**src/rtl/brisc_pkg.sv**
```systemverilog
// -----------------------------------------------------------------------------
// brisc_pkg
// Shared types and constants for the brisc pipeline blocks.
//   XLEN            : machine word width in bits
//   dcache_state_e  : data-cache controller sequencing states
// -----------------------------------------------------------------------------
package brisc_pkg;

    localparam int XLEN = 32;

    typedef enum logic [1:0] {
        IDLE     = 2'd0,
        LOOKUP   = 2'd1,
        MEM_REQ  = 2'd2,
        MEM_WAIT = 2'd3
    } dcache_state_e;

endpackage

```
**src/rtl/cache_line.sv**
```systemverilog
// -----------------------------------------------------------------------------
// cache_line
// One storage entry of the data cache: valid flag, tag and one data word.
// Contents are not reset; the owning controller keeps the authoritative
// resettable valid bit.
//   i_clk      : clock, rising edge
//   i_write    : load i_valid_in / i_tag_in / i_data_in on this edge
//   i_valid_in : valid flag to store
//   i_tag_in   : tag to store
//   i_data_in  : data word to store
//   o_valid    : stored valid flag
//   o_tag      : stored tag
//   o_data     : stored data word
// -----------------------------------------------------------------------------
module cache_line #(
    parameter int TAG_WIDTH  = 28,
    parameter int DATA_WIDTH = 32
) (
    input  logic                  i_clk,
    input  logic                  i_write,
    input  logic                  i_valid_in,
    input  logic [TAG_WIDTH-1:0]  i_tag_in,
    input  logic [DATA_WIDTH-1:0] i_data_in,
    output logic                  o_valid,
    output logic [TAG_WIDTH-1:0]  o_tag,
    output logic [DATA_WIDTH-1:0] o_data
);

    logic                  r_valid;
    logic [TAG_WIDTH-1:0]  r_tag;
    logic [DATA_WIDTH-1:0] r_data;

    always_ff @(posedge i_clk) begin
        if (i_write) begin
            r_valid <= i_valid_in;
            r_tag   <= i_tag_in;
            r_data  <= i_data_in;
        end
    end

    assign o_valid = r_valid;
    assign o_tag   = r_tag;
    assign o_data  = r_data;

endmodule

```
**src/rtl/dcache_ctrl.sv**
```systemverilog
// -----------------------------------------------------------------------------
// dcache_ctrl
// Direct-mapped, write-through, no-write-allocate data cache controller with
// one word per line. Sits between the CPU MEM stage and a word-wide memory.
//   i_clk / i_rst_n      : clock, asynchronous active-low reset
//   i_flush              : invalidate all lines (taken only in IDLE)
//   i_cpu_req_*          : CPU request (valid/write/addr/wdata), o_cpu_req_ready
//   o_cpu_resp_valid     : one-cycle completion pulse, o_cpu_resp_rdata on loads
//   o_mem_req_*          : memory request (valid/write/addr/wdata), i_mem_req_ready
//   i_mem_resp_valid     : refill data present on i_mem_resp_rdata
// -----------------------------------------------------------------------------
module dcache_ctrl
    import brisc_pkg::*;
#(
    parameter int NUM_LINES  = 4,
    parameter int ADDR_WIDTH = 32,
    parameter int DATA_WIDTH = XLEN
) (
    input  logic                  i_clk,
    input  logic                  i_rst_n,
    input  logic                  i_flush,
    input  logic                  i_cpu_req_valid,
    output logic                  o_cpu_req_ready,
    input  logic                  i_cpu_req_write,
    input  logic [ADDR_WIDTH-1:0] i_cpu_req_addr,
    input  logic [DATA_WIDTH-1:0] i_cpu_req_wdata,
    output logic                  o_cpu_resp_valid,
    output logic [DATA_WIDTH-1:0] o_cpu_resp_rdata,
    output logic                  o_mem_req_valid,
    input  logic                  i_mem_req_ready,
    output logic                  o_mem_req_write,
    output logic [ADDR_WIDTH-1:0] o_mem_req_addr,
    output logic [DATA_WIDTH-1:0] o_mem_req_wdata,
    input  logic                  i_mem_resp_valid,
    input  logic [DATA_WIDTH-1:0] i_mem_resp_rdata
);

    localparam int IDX_W     = $clog2(NUM_LINES);
    localparam int TAG_WIDTH = ADDR_WIDTH - IDX_W - 2;

    dcache_state_e r_state;
    dcache_state_e w_state_next;

    // Request captured at acceptance; only the word address is kept.
    logic                  r_write;
    logic [ADDR_WIDTH-3:0] r_word_addr;
    logic [DATA_WIDTH-1:0] r_wdata;
    logic                  r_hit;      // LOOKUP result, needed when a store completes
    logic [NUM_LINES-1:0]  r_valid;

    logic [IDX_W-1:0]      w_idx;
    logic [TAG_WIDTH-1:0]  w_tag;
    logic                  w_hit;
    logic                  w_accept;
    logic                  w_flush_take;
    logic                  w_refill;
    logic                  w_store_hit_hs;
    logic [DATA_WIDTH-1:0] w_line_wdata;
    logic [NUM_LINES-1:0]  w_line_we;
    logic [NUM_LINES-1:0]  w_line_valid;
    logic [TAG_WIDTH-1:0]  w_line_tag  [NUM_LINES];
    logic [DATA_WIDTH-1:0] w_line_data [NUM_LINES];
    logic                  w_unused_addr_lsbs;

    // Byte offset within the word has no meaning for a word-wide cache.
    assign w_unused_addr_lsbs = ^i_cpu_req_addr[1:0];

    assign w_idx = r_word_addr[IDX_W-1:0];
    assign w_tag = r_word_addr[ADDR_WIDTH-3:IDX_W];

    // The line's own valid flag only ever goes high alongside r_valid, so the
    // AND never changes the answer once a line has been written.
    assign w_hit = r_valid[w_idx] & w_line_valid[w_idx] & (w_line_tag[w_idx] == w_tag);

    assign w_line_wdata = w_refill ? i_mem_resp_rdata : r_wdata;

    genvar gi;
    generate
        for (gi = 0; gi < NUM_LINES; gi++) begin : g_line
            assign w_line_we[gi] = (w_idx == IDX_W'(gi)) & (w_refill | w_store_hit_hs);

            cache_line #(
                .TAG_WIDTH  (TAG_WIDTH),
                .DATA_WIDTH (DATA_WIDTH)
            ) u_line (
                .i_clk      (i_clk),
                .i_write    (w_line_we[gi]),
                .i_valid_in (1'b1),
                .i_tag_in   (w_tag),
                .i_data_in  (w_line_wdata),
                .o_valid    (w_line_valid[gi]),
                .o_tag      (w_line_tag[gi]),
                .o_data     (w_line_data[gi])
            );
        end
    endgenerate

    always_ff @(posedge i_clk or negedge i_rst_n) begin
        if (!i_rst_n) begin
            r_state <= IDLE;
        end else begin
            r_state <= w_state_next;
        end
    end

    always_ff @(posedge i_clk or negedge i_rst_n) begin
        if (!i_rst_n) begin
            r_write     <= 1'b0;
            r_word_addr <= '0;
            r_wdata     <= '0;
            r_hit       <= 1'b0;
        end else begin
            if (w_accept) begin
                r_write     <= i_cpu_req_write;
                r_word_addr <= i_cpu_req_addr[ADDR_WIDTH-1:2];
                r_wdata     <= i_cpu_req_wdata;
            end
            if (r_state == LOOKUP) begin
                r_hit <= w_hit;
            end
        end
    end

    always_ff @(posedge i_clk or negedge i_rst_n) begin
        if (!i_rst_n) begin
            r_valid <= '0;
        end else if (w_flush_take) begin
            r_valid <= '0;
        end else begin
            r_valid <= r_valid | w_line_we;
        end
    end

    always_comb begin
        w_state_next     = r_state;
        o_cpu_req_ready  = 1'b0;
        o_cpu_resp_valid = 1'b0;
        o_cpu_resp_rdata = '0;
        o_mem_req_valid  = 1'b0;
        w_accept         = 1'b0;
        w_flush_take     = 1'b0;
        w_refill         = 1'b0;
        w_store_hit_hs   = 1'b0;
        case (r_state)
            IDLE: begin
                o_cpu_req_ready = !i_flush;
                if (i_flush) begin
                    w_flush_take = 1'b1;
                end else if (i_cpu_req_valid) begin
                    w_accept     = 1'b1;
                    w_state_next = LOOKUP;
                end
            end
            LOOKUP: begin
                if (!r_write && w_hit) begin
                    o_cpu_resp_valid = 1'b1;
                    o_cpu_resp_rdata = w_line_data[w_idx];
                    w_state_next     = IDLE;
                end else begin
                    w_state_next = MEM_REQ;
                end
            end
            MEM_REQ: begin
                o_mem_req_valid = 1'b1;
                if (i_mem_req_ready) begin
                    if (r_write) begin
                        o_cpu_resp_valid = 1'b1;
                        w_store_hit_hs   = r_hit;
                        w_state_next     = IDLE;
                    end else begin
                        w_state_next = MEM_WAIT;
                    end
                end
            end
            MEM_WAIT: begin
                if (i_mem_resp_valid) begin
                    w_refill         = 1'b1;
                    o_cpu_resp_valid = 1'b1;
                    o_cpu_resp_rdata = i_mem_resp_rdata;
                    w_state_next     = IDLE;
                end
            end
            default: w_state_next = IDLE;
        endcase
    end

    assign o_mem_req_write = r_write;
    assign o_mem_req_addr  = {r_word_addr, 2'b00};
    assign o_mem_req_wdata = r_wdata;

endmodule

```
**config.mk**
```make
export PLATFORM = sky130hd
export DESIGN_NAME = dcache_ctrl
export DESIGN_NICKNAME = d
export VERILOG_FILES = /design/src/rtl/brisc_pkg.sv /design/src/rtl/cache_line.sv /design/src/rtl/dcache_ctrl.sv
export SDC_FILE = /design/constraint.sdc
export NUM_CORES = 1
export LEC_CHECK = 0
export CAP_MARGIN = 10
export CELL_PAD_IN_SITES_DETAIL_PLACEMENT = 0
export CELL_PAD_IN_SITES_GLOBAL_PLACEMENT = 2
export CORE_ASPECT_RATIO = 0.9
export CORE_UTILIZATION = 43
export DETAILED_ROUTE_END_ITERATION = 16
export GPL_ROUTABILITY_DRIVEN = 0
export PLACE_DENSITY = 0.95
export RECOVER_POWER = 25
export SLEW_MARGIN = 20
export SYNTH_ARGS = -nofsm -noshare
export SYNTH_HDL_FRONTEND = slang
export SYNTH_SLANG_ARGS = --single-unit
```
**constraint.sdc**
```tcl
create_clock -name i_clk -period 11.2 [get_ports i_clk]
set_clock_uncertainty 0.15 [all_clocks]
set_input_delay 2.24 -clock i_clk [delete_from_list [all_inputs] [get_ports i_clk]]
set_output_delay 2.24 -clock i_clk [all_outputs]
set_load 0.005 [all_outputs]
```
== Yosys cells after proc, flatten, opt, wreduce, memory -nomap -nowiden ==
Index checks and enable logic that the tools add are counted.
Cells by class
  $lt $le $gt $ge: 2
  equal/unequal tests: 11
  mux-type cells: 38
  bitwise operators: 9
  reductions and logical operators: 6
Operators by type and width (count)
  $mux 32: 5
  $bmux 32 s2: 1
  $pmux 32 s2: 1
  $bmux 28 s2: 1
  $mux 28: 2
  $eq 28x28->1: 1
  $mux 1: 17
  $mux 2: 6
  $eq 2x2->1 const B: 4
  $ne 2x2->1 const B: 4
  $pmux 2 s4: 1
  $and 1x1->1: 6
  $bmux 1 s2: 2
  $eq 2x1->1 const B: 2
  $logic_not 2->1: 2
  $mux 4: 1
  $or 4x4->4: 1
  $reduce_and 4->1: 1
  $ge 3x3->1 const B: 1
  $lt 2x3->1 const B: 1
  $not 2->3: 1
  $pmux 1 s3: 1
  $logic_not 1->1: 2
  $logic_and 1x1->1: 1
  $or 1x1->1: 1
Word-level totals
  flip-flop bits (word level): 310
  input port bits: 103
  output and inout bits: 100

== Logic depth before layout (Yosys ltp) ==
  word-level depth: 9
  mapped depth: 10

== Cells and area by module ==
From an unflattened synthesis, not the netlist that was laid out.
Unflattened totals
  cells, all modules: 745
  area, all modules: 12834.8 sq um
Modules (own cells, without submodules)
  cache_line: instances 4, cells an instance 61, area each 1831.8 sq um, sequential area each 1831.8 sq um
  dcache_ctrl: instances 1, cells an instance 501, area each 5507.8 sq um, sequential area each 1751.7 sq um

== Least setup slack after synthesis ==
OpenSTA, ideal clock, no wires.
  kind: input to register
  start point: input i_mem_req_ready
  end point: register g_line[0].u_line.r_data[0] (enable)
  library setup time: 0.567 ns
  arrival: 7.027 ns
  required time: 10.483 ns
  setup slack: 3.456 ns
  cell stages on the path: 4
  buffers on the path: 0
  cells stage by stage: nand3_1 > o21ai_0 > and2_1 > nor3b_1
Between the ends
  cells in the longest elaborated chain, start to end: 4
Ends and longest elaborated chain
  start, declared: line dcache_ctrl.sv:30  | input logic i_mem_req_ready,
  $mux 1: line dcache_ctrl.sv:165  | if (i_mem_req_ready) begin
  $mux 1: line dcache_ctrl.sv:144  | case (r_state)
  $or 1x1->1: line dcache_ctrl.sv:80  | assign w_line_we[gi] = (w_idx == IDX_W'(gi)) & (w_refill | w_store_hit_hs);
  $and 1x1->1: line dcache_ctrl.sv:80
  net g_line[0].u_line.i_write: line cache_line.sv:20  | input logic i_write,
  end signal, assigned: line cache_line.sv:37  | r_data <= i_data_in;
  end, declared: line cache_line.sv:31  | logic [DATA_WIDTH-1:0] r_data;
The timed path passes the listed nets, and every way through them passes these cells.
A chain may end at the register's enable or synchronous reset.

== Worst setup path after layout ==
  start point: register r_word_addr[1]
  end point: output o_cpu_resp_valid
Between the ends
  cells in the longest elaborated chain, start to end: 9
Ends and longest elaborated chain
  start, declared: line dcache_ctrl.sv:46  | logic [ADDR_WIDTH-3:0] r_word_addr;
  start signal, assigned: line dcache_ctrl.sv:115  | r_word_addr <= i_cpu_req_addr[ADDR_WIDTH-1:2];
  $not 2->3 (not written as such): line dcache_ctrl.sv:73  | assign w_hit = r_valid[w_idx] & w_line_valid[w_idx] & (w_line_tag[w_idx] == w_tag);
  $bmux 28 s2: line dcache_ctrl.sv:73
  $mux 28 (not written as such) (2 in a row): line dcache_ctrl.sv:73
  $eq 28x28->1: line dcache_ctrl.sv:73
  $and 1x1->1 (*): line dcache_ctrl.sv:73
  $logic_and 1x1->1 (*): line dcache_ctrl.sv:155  | if (!r_write && w_hit) begin
  $mux 1 (*): line dcache_ctrl.sv:155
  $pmux 1 s3 (*): line dcache_ctrl.sv:144
  end, declared: line dcache_ctrl.sv:27  | output logic o_cpu_resp_valid,
Every way passes the cells marked *; elsewhere a longest branch is shown, timed or not. The select of a mux whose other input is x is not followed.

==> impl_results.md <==
- Remaining design rule violation count: 0
- Number of warnings printed during yosys synthesis: 0
- Fin cells: 1,319
- Number of maximum-capacitance constraint violations: 2
- Min-Delay Path Class: register to register
- Highest net fanout along the worst path: 46
- First DRT Iteration DRCs: approximately 340
- Result of the run: complete, but fails checks
- Total GRT Usage: 18.03%
- Number of synthesized flops with an enable pin: 240
- Top flip-flop cell by instance count after synthesis: edfxtp_1
- Detailed placement HPWL: 16,710 µm
- Via count of the first global-routing pass: 7,180
- Total of endpoints with negative setup slack in the final report: 0
- CTS buffer count: 31
- Avg Inst Size Synth: 18.39 µm²
- Final Max Slew Viols: 73
- Cell count after synthesis: a little under 700
- Startpoint Class: register
- Leakage power of the design: 5.601 nW
- Number of register bits inferred by synthesis: 310
- Final nets: 1,001
- Fraction of layout cells with a size suffix above 1: 12.35%
- Die width: 183.4 µm
- Die Y: around 170 µm
- Hold path depth: 1
- Antenna violations before repair: 0
- I/O pins: just over 200
- Site row count: 59
- Area enclosed by the die boundary: 0.03029 mm²
- Clock root cell: clkbuf_16
- Setup crit end kind: primary output
- Endpoint of the worst-slack reg-to-reg timing path: r_state[1]
- DRT antenna net count: 0
- Worst slew margin relative to its limit: -56.79%
- Final sum of negative setup slack: 0 ns
- Wire length per cell after detailed routing: approximately 20 µm
- Wire length of the first global-routing pass: 41,750 µm
- R2R setup slack: around 7.5 ns
- Area inside the core boundary: 0.02901 mm²
- Router iterations before antenna repair: 4
- Start point of the worst min-delay path: r_hit
- Aggregate global routing overflow: 0
- Worst reg-to-reg path cell count: 8
- Kind of critical path: register to primary output
- Final Critical Period: 7.499 ns
- Violations in the final reports: max-capacitance violations, max-slew violations
- Max Buffers Root-to-Sink: 3
- N_diodes: 0
- Tcrit/Tclk final: 66.95%
- Overall Power: between 3 and 4 mW
- Average via count per standard cell: 5.227
- Register area share after synthesis: 70.38%
- Worst Hold End: r_hit
- Initial core utilization: 43.87%
- Cell area power density: ~250 mW/mm²
- Worst path arrival time: 5.11 ns
- Slew @ Worst Pin: 2.352 ns
- Peak Freq: 133.4 MHz
- Maximum number of pins on one net before global-route repair: between 60 and 70
- RR Startpoint: r_word_addr[1]
- Number of hold violations in the final report: 0
- DP Cell Count: roughly 1,300
- Post-CTS setup repair buffer count: 0
- Maximum VDD drop: 0.0001666 V
- RSZ-0062 raised after global routing: no
- Resized Gates After CTS: 0
- Area added between synthesis and finish: 26.39%
- CTS HTree Levels: 1
- TritonCTS clock tree: done
- Reg clk slew, reported paths: 0.06 ns
- Number of different library cells in the post-synthesis netlist: 54
- Count of vias placed by the detailed router: between 6,000 and 7,000
- Critical path data required time: 8.81 ns
- Count of input and output buffers: between 150 and 200
- Asr flop ratio synth: 22.58%
- Cell area after synthesis: 0.01273 mm²
- Source-to-sink clock delay at the later pin of the worst-skew pair: 0.55 ns
- Aggregate routed wire length: 26,740 µm
- Clk sinks: 310
- Hold buffer count at CTS: 0
-- flip-flops by register name (all words and copies together), names as in the netlist --
signal	cells
o_mem_req_write	1
g_line.u_line.o_data	128
r_hit	1
o_mem_req_wdata	32
r_word_addr	30
r_state	2
g_line.u_line.o_tag	112
r_valid	4
-- per-layer routing --
layer	track usage (%)	routed length, µm	vias to the layer above
li1	-	-	3173
met1	25.18	12100	3514
met4	4.356	535	0
met2	29.93	12910	173
met3	2.741	1193	35
met5	0	0	-
-- how the worst max path moves through the flow --
stage                                            end       startpoint  cells after the start  slack, ns
after floorplan           g_line[0].u_line.o_data[0]  i_mem_req_ready                      4       3.46
after global placement              o_cpu_resp_valid   r_word_addr[1]                     10       4.23
after detailed placement            o_cpu_resp_valid   r_word_addr[1]                     10       4.17
after CTS                           o_cpu_resp_valid   r_word_addr[1]                     10       3.57
after global routing                o_cpu_resp_valid   r_word_addr[1]                     10       3.36
final                               o_cpu_resp_valid   r_word_addr[1]                     10       3.70
-- layout by cell type (no fill, tap or decap), types with 16 or more instances in the layout --
master / n
edfxtp_1: 240
clkdlybuf4s50_1: 197
mux2_1: 87
dfrtp_1: 68
mux2i_1: 40
mux4_2: 35
a22o_1: 33
clkbuf_16: 31
xnor2_1: 16
-- critical path, cell delays in order (launching register included) --
cell,delay [ns]
dfrtp_4,0.91
buf_4,0.70
mux2i_1,0.30
o21ai_0,0.16
a211oi_2,0.24
a31oi_1,0.20
or4b_4,0.61
nor4_4,0.21
buf_4,0.43
a311o_1,0.25
clkdlybuf4s50_1,0.52
-- cell type report --
type | count | area (µm²)
clock buffer | 47 | 885.9
clock inverter | 11 | 112.6
fill | 2308 | 12920
inverter | 9 | 33.78
multi-input combinational | 336 | 3532
sequential | 310 | 8966
tap | 396 | 495.5
timing repair buffer | 210 | 2062
-- through the flow --
step,hold WS (ns),instance area [µm²],setup slack [ns],utilization (%)
after floorplan,0.3005,12730,3.456,-
after global placement,0.3143,15100,4.230,52.04
after detailed placement,0.3212,15100,4.167,52.04
after CTS,0.3348,16100,3.575,55.48
after global routing,0.3674,16090,3.359,55.45
final,0.3328,16090,3.701,55.45
-- report_power, final --
| group | internal, mW | switching [mW] | leakage [nW] |
|---|---|---|---|
| clock | 0.590 | 0.412 | 0.496 |
| combinational | 0.641 | 0.477 | 2.10 |
| sequential | 1.57 | 0.263 | 3.01 |
| total | 2.80 | 1.15 | 5.60 |
-- logic make-up after synthesis --
| family | count (synthesis) | share of synthesized area [%] |
|---|---|---|
| AND/OR/NAND/NOR | 60 | 2.575 |
| AO/OA/AOI/OAI | 78 | 4.787 |
| multiplexers | 172 | 18.51 |
| flip-flops | 310 | 70.38 |
| other | 1 | 0.02946 |
| XOR/XNOR | 24 | 1.651 |
| buffers and inverters | 47 | 2.064 |
-- synth_stat cells, drive strengths merged, types with 3 or more instances --
master | count | area [µm²]
clkbuf | 23 | 86.33
mux2 | 92 | 1036
a211oi | 6 | 50.05
nor2 | 14 | 52.55
a21oi | 4 | 20.02
o22ai | 7 | 43.79
a22o | 33 | 289.0
o2bb2ai | 4 | 35.03
inv | 9 | 33.78
nand4 | 3 | 18.77
dfrtp | 70 | 1752
nor3 | 10 | 50.05
nand2 | 13 | 48.80
mux4 | 40 | 919.6
mux2i | 40 | 400.4
buf | 14 | 133.9
xor2 | 8 | 70.07
xnor2 | 16 | 140.1
and3 | 5 | 32.53
edfxtp | 240 | 7207
o21ai | 10 | 50.04
Power figures use the tool's default switching activity.
